`src/rtl/rb_operand_scoreboard_if.sv`:
```
// Decoder/WB-facing bundle for the RB operand scoreboard.
// master = decoder + WB side (drives the instruction fields), slave = scoreboard.
interface rb_operand_scoreboard_if #(
  parameter int REGS = 16,
  parameter int AW   = 4
);
  logic            id_valid;
  logic            use_rf;
  logic [AW-1:0]   rb_addr;
  logic [AW-1:0]   rf_addr;
  logic [AW-1:0]   ra_addr;
  logic [AW-1:0]   rd_addr;
  logic            rd_we;
  logic            wb_we;
  logic [AW-1:0]   wb_addr;
  logic            rb_selector;
  logic [AW-1:0]   src_addr;
  logic            stall;
  logic            issue;
  logic [REGS-1:0] pending;
  logic [15:0]     stall_cnt;

  modport master (
    output id_valid, use_rf, rb_addr, rf_addr, ra_addr, rd_addr, rd_we, wb_we, wb_addr,
    input  rb_selector, src_addr, stall, issue, pending, stall_cnt
  );

  modport slave (
    input  id_valid, use_rf, rb_addr, rf_addr, ra_addr, rd_addr, rd_we, wb_we, wb_addr,
    output rb_selector, src_addr, stall, issue, pending, stall_cnt
  );
endinterface

```
`src/rtl/rb_operand_scoreboard.sv`:
```
// ID-stage RB/RF operand select plus pending-write scoreboard (RAW on ra/src, WAW on rd).
// Optional saturating stall counter enabled by defining RB_SB_STALL_CNT_EN.
module rb_operand_scoreboard #(
  parameter int N    = 32,
  parameter int REGS = 16,
  parameter int AW   = 4
) (
  input  logic                    clk,
  input  logic                    rst,
  rb_operand_scoreboard_if.slave  sb
);

  if ((2**AW < REGS) || (N < 1)) begin : g_param_chk
    $error("rb_operand_scoreboard: AW too small for REGS or bad N");
  end

  logic [REGS-1:0] pending_q, pending_d;
  logic [REGS-1:0] wb_hit, eff;
  logic [AW-1:0]   src;
  logic            hazard, issue;

  // Out-of-range addresses match no index, so they read as not pending and never set.
  function automatic logic lookup(input logic [REGS-1:0] v, input logic [AW-1:0] a);
    lookup = 1'b0;
    for (int i = 0; i < REGS; i++)
      if (a == AW'(i)) lookup = v[i];
  endfunction

  always_comb begin
    src = sb.use_rf ? sb.rf_addr : sb.rb_addr;
    for (int i = 0; i < REGS; i++) begin
      wb_hit[i] = sb.wb_we && (sb.wb_addr == AW'(i));
      eff[i]    = pending_q[i] & ~wb_hit[i];
    end
    hazard = sb.id_valid & (lookup(eff, sb.ra_addr) | lookup(eff, src) |
                            (sb.rd_we & lookup(eff, sb.rd_addr)));
    issue  = sb.id_valid & ~hazard;
    pending_d = pending_q;
    // Clear first, then set, so a same-cycle issue to the WB register stays pending.
    for (int i = 0; i < REGS; i++) begin
      if (wb_hit[i]) pending_d[i] = 1'b0;
      if (issue && sb.rd_we && (sb.rd_addr == AW'(i))) pending_d[i] = 1'b1;
    end
  end

  always_ff @(posedge clk or posedge rst) begin
    if (rst) pending_q <= '0;
    else     pending_q <= pending_d;
  end

  assign sb.rb_selector = sb.use_rf;
  assign sb.src_addr    = src;
  assign sb.stall       = hazard;
  assign sb.issue       = issue;
  assign sb.pending     = pending_q;

`ifdef RB_SB_STALL_CNT_EN
  logic [15:0] stall_cnt_q, stall_cnt_d;

  always_comb begin
    stall_cnt_d = stall_cnt_q;
    if (hazard && (stall_cnt_q != 16'hFFFF)) stall_cnt_d = stall_cnt_q + 16'd1;
  end

  always_ff @(posedge clk or posedge rst) begin
    if (rst) stall_cnt_q <= '0;
    else     stall_cnt_q <= stall_cnt_d;
  end

  assign sb.stall_cnt = stall_cnt_q;
`else
  assign sb.stall_cnt = 16'h0000;
`endif

endmodule

```
`src/flat_wrapper.sv`:
```
// flat-port wrapper written by rule: the top's interface ports become plain ports
module rb_operand_scoreboard_flat 
#(
  parameter int N    = 32,
  parameter int REGS = 16,
  parameter int AW   = 4
)
  (clk, rst, sb_id_valid, sb_use_rf, sb_rb_addr, sb_rf_addr, sb_ra_addr, sb_rd_addr, sb_rd_we, sb_wb_we, sb_wb_addr, sb_rb_selector, sb_src_addr, sb_stall, sb_issue, sb_pending, sb_stall_cnt);
  rb_operand_scoreboard_if #(.REGS(REGS), .AW(AW)) sb_i ();
  input  logic clk;
  input  logic rst;
  input wire logic [$bits(sb_i.id_valid)-1:0] sb_id_valid;
  input wire logic [$bits(sb_i.use_rf)-1:0] sb_use_rf;
  input wire logic [$bits(sb_i.rb_addr)-1:0] sb_rb_addr;
  input wire logic [$bits(sb_i.rf_addr)-1:0] sb_rf_addr;
  input wire logic [$bits(sb_i.ra_addr)-1:0] sb_ra_addr;
  input wire logic [$bits(sb_i.rd_addr)-1:0] sb_rd_addr;
  input wire logic [$bits(sb_i.rd_we)-1:0] sb_rd_we;
  input wire logic [$bits(sb_i.wb_we)-1:0] sb_wb_we;
  input wire logic [$bits(sb_i.wb_addr)-1:0] sb_wb_addr;
  output wire logic [$bits(sb_i.rb_selector)-1:0] sb_rb_selector;
  output wire logic [$bits(sb_i.src_addr)-1:0] sb_src_addr;
  output wire logic [$bits(sb_i.stall)-1:0] sb_stall;
  output wire logic [$bits(sb_i.issue)-1:0] sb_issue;
  output wire logic [$bits(sb_i.pending)-1:0] sb_pending;
  output wire logic [$bits(sb_i.stall_cnt)-1:0] sb_stall_cnt;
  assign sb_i.id_valid = sb_id_valid;
  assign sb_i.use_rf = sb_use_rf;
  assign sb_i.rb_addr = sb_rb_addr;
  assign sb_i.rf_addr = sb_rf_addr;
  assign sb_i.ra_addr = sb_ra_addr;
  assign sb_i.rd_addr = sb_rd_addr;
  assign sb_i.rd_we = sb_rd_we;
  assign sb_i.wb_we = sb_wb_we;
  assign sb_i.wb_addr = sb_wb_addr;
  assign sb_rb_selector = sb_i.rb_selector;
  assign sb_src_addr = sb_i.src_addr;
  assign sb_stall = sb_i.stall;
  assign sb_issue = sb_i.issue;
  assign sb_pending = sb_i.pending;
  assign sb_stall_cnt = sb_i.stall_cnt;
  rb_operand_scoreboard #(.N(N), .REGS(REGS), .AW(AW)) u_core (.clk(clk), .rst(rst), .sb(sb_i));
endmodule
```
`config.mk`:
```
export PLATFORM = sky130hd
export DESIGN_NAME = rb_operand_scoreboard_flat
export DESIGN_NICKNAME = d
export VERILOG_FILES = /design/src/rtl/rb_operand_scoreboard_if.sv /design/src/rtl/rb_operand_scoreboard.sv /design/src/flat_wrapper.sv
export SDC_FILE = /design/constraint.sdc
export NUM_CORES = 1
export LEC_CHECK = 0
export ABC_AREA = 1
export CAP_MARGIN = 5
export CELL_PAD_IN_SITES_DETAIL_PLACEMENT = 1
export CELL_PAD_IN_SITES_GLOBAL_PLACEMENT = 1
export CORE_ASPECT_RATIO = 0.75
export CORE_UTILIZATION = 32
export CTS_BUF_LIST = sky130_fd_sc_hd__clkbuf_8 sky130_fd_sc_hd__clkbuf_16
export CTS_CLUSTER_DIAMETER = 30
export DETAILED_ROUTE_END_ITERATION = 16
export GPL_TIMING_DRIVEN = 0
export PLACE_DENSITY_LB_ADDON = 0.1
export SETUP_SLACK_MARGIN = 0.5
export SYNTH_ARGS = -nofsm -noshare
export SYNTH_HDL_FRONTEND = slang
export SYNTH_SLANG_ARGS = --single-unit
```
`constraint.sdc`:
```
create_clock -name clk -period 6.5 [get_ports clk]
set_input_delay 1.3 -clock clk [delete_from_list [all_inputs] [get_ports clk]]
set_output_delay 1.3 -clock clk [all_outputs]
set_load 0.02 [all_outputs]
```
==> results of run 1 <==
[cell usage after synthesis, drive strengths merged, types with 2 or more instances]
cell type  instances
o21ai              5
inv               44
and2               2
a21boi             2
nand3             30
a21oi              3
nand4             26
a211oi             2
dfrtp             16
nor3               4
buf               23
nor2              47
o31ai              3
nand2             89
[kinds of logic after synthesis]
kind of cell	synth area share (%)
buffers and inverters	18.85
AOI/OAI and AO/OA	8.294
other	0.2054
DFF	21.93
and+or+nand+nor	50.72
[worst paths after layout]
| path | endpoint | startpoint | slack [ns] |
|---|---|---|---|
| setup / recovery | sb_stall | sb_wb_addr[0] | 0.92 |
| hold / removal | u_core.sb.pending[8] | u_core.sb.pending[8] | 0.55 |
| setup reg to reg | u_core.sb.pending[11] | u_core.sb.pending[9] | 4.32 |
| hold reg to reg | u_core.sb.pending[8] | u_core.sb.pending[8] | 0.55 |
| max in group asynchronous | u_core.sb.pending[7] | rst | 4.68 |
| min in group asynchronous | u_core.sb.pending[14] | rst | 1.43 |
[cell usage in the layout (no fill, tap or decap), drive strengths merged, types with 3 or more instances in the layout]
cell type,instances
a21oi,3
buf,23
clkbuf,4
clkdlybuf4s50,44
conb,16
dfrtp,16
inv,44
nand2,89
nand3,30
nand4,26
nor2,47
nor3,4
o21ai,5
o31ai,3
[where the power goes]
group / internal, mW / leakage (nW) / switching (mW) / total, mW
combinational: 0.100 / 1.00 / 0.150 / 0.250
clock: 0.0410 / 0.0216 / 0.0318 / 0.0728
sequential: 0.120 / 0.210 / 0.0196 / 0.140
total: 0.261 / 1.23 / 0.201 / 0.462
[final cells by class]
type / count / area, sq um
plain buffers: 24 / 175.2
clock buffers: 3 / 41.29
fillers: 749 / 2953
inverters: 45 / 168.9
multi-input cells: 235 / 1137
flip-flops and latches: 16 / 400.4
well taps: 75 / 93.84
repair buffers: 44 / 440.4
[metrics by stage]
stage | instances | area (sq um) | hold slack [ns] | util, % | worst slack [ns]
floorplan | 320 | 1882 | 0.6076 | - | 2.163
global placement | 439 | 2416 | 0.5137 | 44.66 | 0.9654
detailed placement | 439 | 2416 | 0.5403 | 44.66 | 0.9151
CTS | 442 | 2457 | 0.5537 | 45.42 | 0.9152
global route | 442 | 2457 | 0.5811 | 45.42 | 0.6595
finish | 442 | 2457 | 0.5452 | 45.42 | 0.9188
[worst register-to-register path, cell delays in order (launching register included)]
cell,delay (ns)
dfrtp_1,0.36
a21boi_0,0.46
nand2_1,0.10
o21ai_0,0.11
inv_1,0.07
nand4_1,0.09
nand2_1,0.06
nand3_1,0.07
nand2_1,0.07
a21oi_2,0.28
nor2_8,0.10
buf_8,0.15
nand4_1,0.09
nand2_1,0.06
[metal layers]
| metal | track usage [%] | wire, microns | vias to the layer above |
|---|---|---|---|
| met3 | 3.790 | 374 | 0 |
| met5 | 0 | 0 | - |
| met2 | 36.45 | 2740 | 68 |
| met4 | 0 | 0 | 0 |
| met1 | 33.87 | 3286 | 1019 |
| li1 | - | - | 1074 |
==> results.tsv, run 1 <==
stage	metric	value	unit
outcome	status	complete, no violations	
yosys	asr flop ratio synth	100.0	%
clocking	number of post-CTS setup repair buffers	0	
global_routing	initial antenna violation count	0	
power	final total power	462.4	uW
yosys	Post-synth EDFFs	0	
routing	drt pass-1 iters	4	
yosys	synth warn	0	
yosys	Yosys top cell area share	21.93	%
routing	DRT antenna net count	0	
clocking	Clock Latency Late Sink	0.24	ns
global_routing	grt ovf	0	
worst_setup_path	reg2reg path depth	13	
min_path	hold crit path type	register to register	
global_routing	vias in the first global route	2099	
yosys	Synth area leader	dfrtp_1	
sta	maximum clock frequency	179.2	MHz
job	# Max-Cap Violations	0	
sta	final hold violation count	0	
routing	Initial DRC Count	106	
clocking	CTS Hold Bufs	0	
yosys	Seq/Total Area, Yosys	21.93	%
final_layout	antenna fix cells	0	
clocking	root buf cell	clkbuf_8	
power	pwr dens	188.2	mW/mm^2
worst_setup_path	crit path max fanout	10	
yosys	Syn Inst Count	305	
floorplan	Die X	89.22	microns
clocking	TritonCTS clock tree	yes	
floorplan	Initial Util	33.74	%
global_routing	Overall Global Routing Usage	22.74	%
floorplan	die area	0.006014	sq mm
power	Pleak	1.231	nW
power	Max VDD drop	0.1162	mV
floorplan	FP Rows	23	
worst_setup_path	CP bufs+invs	4	
sta	unrepaired setup endpoints after global routing	false	
worst_setup_path	crit path kind	input port to primary output	
worst_setup_path	CP arrival	4.28	ns
sta	Worst Tran Pin Value	0.6093	ns
sta	final setup vio count	0	
worst_setup_path	sequence of cells on the critical path	clkdlybuf4s50_1, nand2_2, nor2_4, a21boi_0, nand2_1, o21ai_0, inv_1, nand4_1, nand2_1, nand3_1, nand2_1, a21oi_2, nor2_8, buf_8, nor2_1, clkdlybuf4s50_1	
sta	slew margin rel.	59.03	%
worst_setup_path	CP delay by family, top	buffers and inverters	
yosys	mapped cell area	0.001826	sq mm
global_routing	pin count of the biggest net entering global routing	17	
place	IO Port Bufs	44	
place	GP Congestion	0.8426	
worst_setup_path	Worst path max stage delay	0.60	ns
clocking	clock buffer count from CTS	3	
place	post-DP HPWL	5600	microns
clocking	CTS Buffer Depth	2	
yosys	mean post-synth cell area	5.985	sq um
clocking	H-tree Lvls	1	
routing	DR vias	2161	
clocking	quantity of gates resized following cts	0	
worst_setup_path	startpoint types	input port	
floorplan	die height	67.41	microns
worst_setup_path	worst path required time	5.20	ns
sta	Setup TNS	0	ns
routing	# DRC	0	
clocking	Reg clk slew, reported paths	0.06	ns
final_layout	max FFs per register	16	
worst_setup_path	CP endpoint kind	primary output	
sta	period utilization	85.86	%
min_path	hold path cells	2	
final_layout	Layout area overhead	34.61	%
routing	Via density	4.889	
floorplan	I/O Pins	65	
worst_setup_path	Critical Path Slowest Stage Cell	clkdlybuf4s50_1	
worst_setup_path	most used cell, CP	nand2_1	
clocking	Clock Sinks	16	
yosys	ranking of synthesized cells by area	dfrtp_1, nand2_1, nand4_1	
sta	Max Clock Skew	0.001400	ns
routing	detailed-route wire length per cell	14.48	microns
routing	final WL	6400	microns
sta	final critical-path required period	5.581	ns
floorplan	CORE AREA	0.005410	sq mm
final_layout	layout cell share with drive strength beyond 1	12.26	%
yosys	ys flop type	dfrtp_1	
global_routing	first-pass GRT wire length	10310	microns
yosys	Yosys cell types	36	
final_layout	Final #Nets	395	
sta	Slew Limit Fails	0	
worst_setup_path	critical path depth	16	
yosys	Seq cells post-synth	16	
(Power assumes the default switching activity.)
==> run 2, diff against run 1 <==
--- a/config.mk
+++ b/config.mk
@@ -9,7 +9,7 @@
 export CAP_MARGIN = 5
 export CELL_PAD_IN_SITES_DETAIL_PLACEMENT = 1
 export CELL_PAD_IN_SITES_GLOBAL_PLACEMENT = 1
-export CORE_ASPECT_RATIO = 0.75
+export CORE_ASPECT_RATIO = 2
 export CORE_UTILIZATION = 32
 export CTS_BUF_LIST = sky130_fd_sc_hd__clkbuf_8 sky130_fd_sc_hd__clkbuf_16
 export CTS_CLUSTER_DIAMETER = 30
==> run 2 against run 1 <==
  * Die area rose by 0.25%
  * Maximum frequency rose by 0.60%
  * Utilization fell by 0.57 points
  * Setup slack improved by 0.033 ns
  * Register-to-register slack improved by 0.18 ns
  * Largest power group unchanged
  * Largest cell class unchanged
  * Final cell count fell by 3.2%
==> results.tsv, run 2 (synthesis results as in run 1) <==
stage	metric	value	unit
power	pwr dens	191.5	mW/mm^2
final_layout	most frequent cells in the layout	nand2_1, clkdlybuf4s50_1, inv_1, nor2_1, nand3_1	
global_routing	Overall Global Routing Usage	21.12	%
final_layout	layout cell share with drive strength beyond 1	12.50	%
global_routing	vias in the first global route	2277	
sta	final setup vio count	0	
sta	Max Clock Skew	0.001829	ns
global_routing	first-pass GRT wire length	9908	microns
floorplan	FP Rows	38	
place	post-DP HPWL	5640	microns
global_routing	pin count of the biggest net entering global routing	17	
worst_setup_path	sequence of cells on the critical path	clkdlybuf4s50_1, nor2_1, nand3_1, nand3_1, nand3_1, nand2_1, nand2_1, nand2_1, nand4_1, nand2_1, nand2_1, nand2_1, nand3_1, nand2_1, nand3_4, nor2_8, buf_8, nor2_1, clkdlybuf4s50_1	
outcome	status	complete, no violations	
worst_setup_path	CP arrival	4.25	ns
worst_setup_path	worst path required time	5.20	ns
sta	slew margin rel.	57.63	%
place	Placed Instances	424	
routing	DRT antenna net count	0	
final_layout	Non-Filler Instances	428	
routing	Via density	5.054	
routing	DR vias	2163	
min_path	hold crit path type	register to register	
global_routing	grt ovf	0	
final_layout	Final #Nets	395	
final_layout	antenna fix cells	0	
clocking	H-tree Lvls	1	
clocking	number of post-CTS setup repair buffers	0	
place	IO Port Bufs	44	
floorplan	I/O Pins	65	
job	# Max-Cap Violations	0	
clocking	Clock Sinks	16	
worst_setup_path	Worst path max stage delay	0.53	ns
worst_setup_path	crit path kind	input port to primary output	
final_layout	max FFs per register	16	
clocking	root buf cell	clkbuf_8	
routing	drt pass-1 iters	4	
sta	unrepaired setup endpoints after global routing	false	
worst_setup_path	CP endpoint kind	primary output	
power	Max VDD drop	0.1128	mV
final_layout	final core utilization	44.85	%
place	GP Congestion	0.8896	
sta	final hold violation count	0	
clocking	CTS Hold Bufs	0	
routing	detailed-route wire length per cell	14.84	microns
floorplan	Die X	55.41	microns
sta	final critical-path required period	5.548	ns
sta	Setup TNS	0	ns
worst_setup_path	startpoint types	input port	
worst_setup_path	crit path max fanout	10	
sta	Worst Tran Pin Value	0.6302	ns
global_routing	initial antenna violation count	0	
routing	final WL	6353	microns
clocking	TritonCTS clock tree	yes	
sta	period utilization	85.35	%
clocking	quantity of gates resized following cts	0	
power	Pleak	1.239	nW
routing	# DRC	0	
clocking	clock buffer count from CTS	3	
final_layout	Layout area overhead	34.34	%
sta	maximum clock frequency	180.3	MHz
worst_setup_path	most used cell, CP	nand2_1	
floorplan	die height	108.8	microns
clocking	Reg clk slew, reported paths	0.06	ns
clocking	CTS Buffer Depth	2	
floorplan	CORE AREA	0.005468	sq mm
floorplan	die area	0.006029	sq mm
worst_setup_path	Critical Path Slowest Stage Cell	clkdlybuf4s50_1	
sta	Slew Limit Fails	0	
floorplan	Initial Util	33.39	%
final_layout	most common cell after layout, fill and taps aside	nand2_1	
routing	Initial DRC Count	58	
clocking	Clock Latency Late Sink	0.24	ns
## run 2: per-layer routing
metal | vias to the layer above | global-route usage, % | part of all wire, % | wire (microns)
met5 | - | 0 | 0 | 0
met1 | 1001 | 17.85 | 34 | 2166
met4 | 0 | 11.07 | 4.3 | 274
met2 | 56 | 46.39 | 59 | 3748
met3 | 17 | 1.068 | 2.6 | 165
li1 | 1089 | - | - | -
## run 2: report_power, final
part	total (mW)	switching (mW)	leakage [nW]	internal, mW
clock network	0.0847	0.0312	0.0288	0.0536
logic	0.248	0.148	1.00	0.100
registers	0.137	0.0173	0.210	0.120
## run 2: worst paths after layout
| kind | start | endpoint | slack, ns | depth (start not counted) |
|---|---|---|---|---|
| min reg2reg | u_core.sb.pending[8] | u_core.sb.pending[8] | 0.54 | 2 |
| max in group asynchronous | rst | u_core.sb.pending[9] | 4.69 | 2 |
| min | u_core.sb.pending[8] | u_core.sb.pending[8] | 0.54 | 2 |
| max reg2reg | u_core.sb.pending[9] | u_core.sb.pending[12] | 4.50 | 13 |
| min in group asynchronous | rst | u_core.sb.pending[14] | 1.43 | 2 |
| max | sb_wb_addr[1] | sb_stall | 0.95 | 19 |
## run 2: layout make-up
| type | count | area [sq um] |
|---|---|---|
| Fill cell | 762 | 3015 |
| Sequential cell | 16 | 400.4 |
| Tap cell | 60 | 75.07 |
| Multi-Input combinational cell | 235 | 1137 |
| Inverter | 45 | 168.9 |
| Clock buffer | 4 | 55.05 |
| Buffer | 24 | 175.2 |
| Timing Repair Buffer | 44 | 440.4 |
## run 2: through the flow
step	cell area, sq um	power, mW	hold slack [ns]	setup slack (ns)
CTS	2452	0.4731	0.5468	0.9531
floorplan	1882	0.2831	0.6076	2.163
global placement	2397	0.3846	0.5139	0.9605
finish	2452	0.4697	0.5370	0.9523
global route	2452	0.4972	0.5862	0.8216
detailed placement	2397	0.3871	0.5267	0.9688
## run 2: worst max-delay path: cells and delay by family
kind                   cells  cell delay, ns
AND/OR/NAND/NOR           16            1.75
buffers and inverters      3            1.19
==> variant 1, RTL diff (settings of run 2) <==
Build with the macro `RB_SB_STALL_CNT_EN` defined.
--- a/src/rtl/rb_operand_scoreboard.sv
+++ b/src/rtl/rb_operand_scoreboard.sv
@@ -1,5 +1,7 @@
 // ID-stage RB/RF operand select plus pending-write scoreboard (RAW on ra/src, WAW on rd).
 // Optional saturating stall counter enabled by defining RB_SB_STALL_CNT_EN.
+`define RB_SB_STALL_CNT_EN
+
 module rb_operand_scoreboard #(
   parameter int N    = 32,
   parameter int REGS = 16,
Behaviour: not the same (a bounded check fails within 4 cycles, from zero or initial values and one cycle with rst high).
==> variant 1 against run 2 <==
Power increased by 93%; global-route usage increased by 4.3 points; wire length up 57%; sequential cell count increased by 16; hold slack got worse by 0.020 ns; critical path type unchanged; setup slack worse by 0.19 ns; design area is 43% higher; critical path depth is the same; sequential power grew 100%; sequential share of layout area up 6.6 points; synthesized area is 40% higher; fmax down 3.3%; critical endpoint is now sb_issue; non-clock buffer count up 4.
==> variant 1: results (changes against run 2) <==
[run_status]
status=finished clean  ; unchanged

[routing]
routedWlPerCell_um=17.7  ; was 14.8 um
via_per_inst=5.23  ; was 5.05
wl_mm=10.0  ; was 6.35 mm

[pwr]
p_comb_w=0.000337  ; was 0.000248 W
p_leak_nw=1.70  ; was 1.24 nW
ir_drop_mv=0.157  ; was 0.113 mV
seqPwrFrac_pct=30.3  ; was 29.2%

[logic_synthesis]
synth_area_leaders=dfrtp_1, nand2_1, nand3_1  ; was dfrtp_1, nand2_1, nand4_1
synth_area_per_cell_um2=6.37  ; was 5.99 um^2
synthTopCellsByCount=nand2_1, inv_1, nor2_1, nand3_1, dfrtp_1  ; was nand2_1, inv_1, nor2_1, nand3_1, nand4_1
seq_area_frac_synth_pct=31.4  ; was 21.9%
ys_types=34  ; was 36

[final_layout]
multi_input_area_um2=1480  ; was 1140 um^2
buffers=72  ; was 68
nClkBuffers=7  ; was 4
area_growth_pct=37.3  ; was 34.3%
nets=496  ; was 395
buffer_area_share_pct=20.6  ; was 25.1%
final-clk-cell-share_pct=5.22  ; was 2.24%

[placed_design]
post-place-cells=556  ; was 424
place.gp.congestion=0.928  ; was 0.890
portBuffers=61  ; was 44

[worst_hold_path]
hold_start=u_core.sb.stall_cnt[15]  ; was u_core.sb.pending[8]
holdPathEnd=u_core.sb.stall_cnt[15]  ; was u_core.sb.pending[8]

[global_routing]
grt_usage_pct=25.4  ; was 21.1%
grt_pass1_vias=3194  ; was 2277
grt_max_degree=21  ; was 17
grt_pass1_wl_mm=15.6  ; was 9.91 mm

[worst_setup_path]
max_stage_delay_ns=0.61  ; was 0.53 ns
r2r_cells=9  ; was 13
r2r-end=u_core.sb.stall_cnt[8]  ; was u_core.sb.pending[12]
arrival_ns=4.44  ; was 4.25 ns

[sta]
fin_hold_ws_ns=0.517  ; was 0.537 ns
slew_headroom_pct=40.0  ; was 57.6%
layout_setup_ws_ns=0.763  ; was 0.952 ns

[clocking]
cts_buffers=5  ; was 3
clock_sinks=32  ; was 16
htreeDepth=2  ; was 1

-- variant 1: what timing repair did --
| action | CTS | global route |
|---|---|---|
| resized for setup | 0 | 7 |
| endpoints found under the setup margin | 0 | 1 |
| hold endpoints to repair | 0 | 0 |
-- variant 1: routing by layer --
| metal | track usage, % | wire (um) |
|---|---|---|
| met1 | 20.0 | 3040 |
| met2 | 52.0 | 6000 |
| met3 | 2.67 | 222 |
| met4 | 20.2 | 732 |
| met5 | 0 | 0 |
-- variant 1: logic make-up after synthesis --
| family | share of synthesized area, % |
|---|---|
| xor+xnor | 4.81 |
| compound gates | 5.75 |
| flops | 31.4 |
| buf+inv | 11.0 |
| fa+ha+maj | 0.491 |
| simple gates | 46.6 |
-- variant 1: worst max-delay path: cells and delay by family --
family,cells,cell delay [ns]
AOI/OAI and AO/OA,1,0.14
buffers and inverters,4,1.37
and+or+nand+nor,14,1.64
==> variant 2, RTL diff (settings of run 2) <==
Made on the original files. `REGS` is set to 16 in 3 places; all go to 15.
--- a/src/rtl/rb_operand_scoreboard_if.sv
+++ b/src/rtl/rb_operand_scoreboard_if.sv
@@ -1,7 +1,7 @@
 // Decoder/WB-facing bundle for the RB operand scoreboard.
 // master = decoder + WB side (drives the instruction fields), slave = scoreboard.
 interface rb_operand_scoreboard_if #(
-  parameter int REGS = 16,
+  parameter int REGS = 15,
   parameter int AW   = 4
 );
   logic            id_valid;
--- a/src/rtl/rb_operand_scoreboard.sv
+++ b/src/rtl/rb_operand_scoreboard.sv
@@ -2,7 +2,7 @@
 // Optional saturating stall counter enabled by defining RB_SB_STALL_CNT_EN.
 module rb_operand_scoreboard #(
   parameter int N    = 32,
-  parameter int REGS = 16,
+  parameter int REGS = 15,
   parameter int AW   = 4
 ) (
   input  logic                    clk,
--- a/src/flat_wrapper.sv
+++ b/src/flat_wrapper.sv
@@ -2,7 +2,7 @@
 module rb_operand_scoreboard_flat 
 #(
   parameter int N    = 32,
-  parameter int REGS = 16,
+  parameter int REGS = 15,
   parameter int AW   = 4
 )
   (clk, rst, sb_id_valid, sb_use_rf, sb_rb_addr, sb_rf_addr, sb_ra_addr, sb_rd_addr, sb_rd_we, sb_wb_we, sb_wb_addr, sb_rb_selector, sb_src_addr, sb_stall, sb_issue, sb_pending, sb_stall_cnt);
Ports: changed (resized sb_pending); port bits go from 65 to 64. The function was not compared with the original's and may differ.
==> variant 2 against run 2 <==
Wire length fell by 10%; design area fell by 6.7%; setup slack got worse by 0.20 ns; final cell count fell by 4.9%; power fell by 6.9%; synthesized area fell by 9.4%; fmax fell by 3.4%; sequential cell count fell by 1; critical path type unchanged; largest power group unchanged; highest routed layer unchanged.
==> variant 2: results (changes against run 2) <==
[run_status]
status=finished clean  ; unchanged

[worst_setup_path]
reg2reg_slack_ns=4.35  ; was 4.50 ns
critical_path.slowest_cell=o21ai_0  ; was clkdlybuf4s50_1
r2r-start=u_core.sb.pending[7]  ; was u_core.sb.pending[9]
arrival_ns=4.44  ; was 4.25 ns
r2r-end=u_core.sb.pending[13]  ; was u_core.sb.pending[12]
worstPathMaxFanout=10  ; unchanged
critical_path_depth=13  ; was 19
crit_family=buffers and inverters  ; was simple AND/OR/NAND/NOR gates
max_stage_delay_ns=0.69  ; was 0.53 ns

[sta]
slew_headroom_pct=42.5  ; was 57.6%
fin_skew_ns=0.00494  ; was 0.00183 ns
layout_setup_ws_ns=0.757  ; was 0.952 ns
fin_hold_ws_ns=0.561  ; was 0.537 ns

[routing]
routedWlPerCell_um=14.0  ; was 14.8 um
via_per_inst=4.82  ; was 5.05
first_iter_violations=39  ; was 58

[placed_design]
dp_slack_ns=0.643  ; was 0.969 ns
post-place-cells=403  ; was 424
placed_cell_area_um2=2240  ; was 2400 um^2
place.gp.congestion=0.896  ; was 0.890
hpwlAfterDp_mm=4.85  ; was 5.64 mm
portBuffers=46  ; was 44

[pwr]
seqPwrFrac_pct=29.8  ; was 29.2%
p_leak_nw=1.16  ; was 1.24 nW
power.net_switching_w=0.000189  ; was 0.000196 W
switching_share_pct=43.2  ; was 41.7%
ir_drop_mv=0.131  ; was 0.113 mV
clkPwrFrac_pct=16.2  ; was 18.0%

[logic_synthesis]
ys_types=30  ; was 36
synthAdderAreaFrac_pct=0  ; unchanged
synth_compound_area_share_pct=8.09  ; was 8.29%
synthTopCellsByCount=nand2_1, nor2_1, inv_1, nand4_1, nand3_1  ; was nand2_1, inv_1, nor2_1, nand3_1, nand4_1
syn_inst=285  ; was 305
synth_area_leaders=dfrtp_1, nand2_1, nor2_1  ; was dfrtp_1, nand2_1, nand4_1
seq_area_frac_synth_pct=22.7  ; was 21.9%

[global_routing]
antenna_found_initial=0  ; unchanged
grt_max_degree=16  ; was 17
grt_usage_pct=22.5  ; was 21.1%
grt_pass1_wl_mm=9.14  ; was 9.91 mm

[final_layout]
nets=377  ; was 395
drive_above_1_share_pct=11.7  ; was 12.5%
fillers=693  ; was 762
fin_cells=407  ; was 428
largest_reg_flops=15  ; was 16

[worst_hold_path]
hold_start=u_core.sb.pending[11]  ; was u_core.sb.pending[8]
holdPathEnd=u_core.sb.pending[11]  ; was u_core.sb.pending[8]

[clocking]
clk_latency_ns=0.24  ; about the same

==> variant 2: cell count changes in the layout (fill, tap and decap cells not counted), sizes merged, moves of 2 or more <==
cell           change
and2               -2
o21ai              +8
nand2              -7
buf                -2
nand3              -9
clkdlybuf4s50      +2
or2                +3
nand4              -2
clkbuf             -2
a21oi              +2
o31ai              -2
==> variant 2: final cells by class <==
cell class,instances,area (um^2),area share (%)
clock buffer,3,41.3,1.81
buffer,21,153,6.67
inverter,43,164,7.17
timing repair buffer,46,460,20.1
multi-input combinational,221,1020,44.5
clock inverter,1,3.75,0.164
sequential,15,375,16.4
tap,57,71.3,3.12
==> variant 2: timing repair <==
item                                   CTS  global route
setup endpoints to repair                0             1
endpoints found under the hold margin    0             0
resized for setup                        0             2
==> variant 2: layer usage <==
metal | wire (um) | share of wire (%) | track usage (%)
met5 | 0 | 0 | 0
met4 | 176 | 3.1 | 9.21
met3 | 186 | 3.3 | 0.587
met2 | 3060 | 54 | 42.1
met1 | 2270 | 40 | 24.6
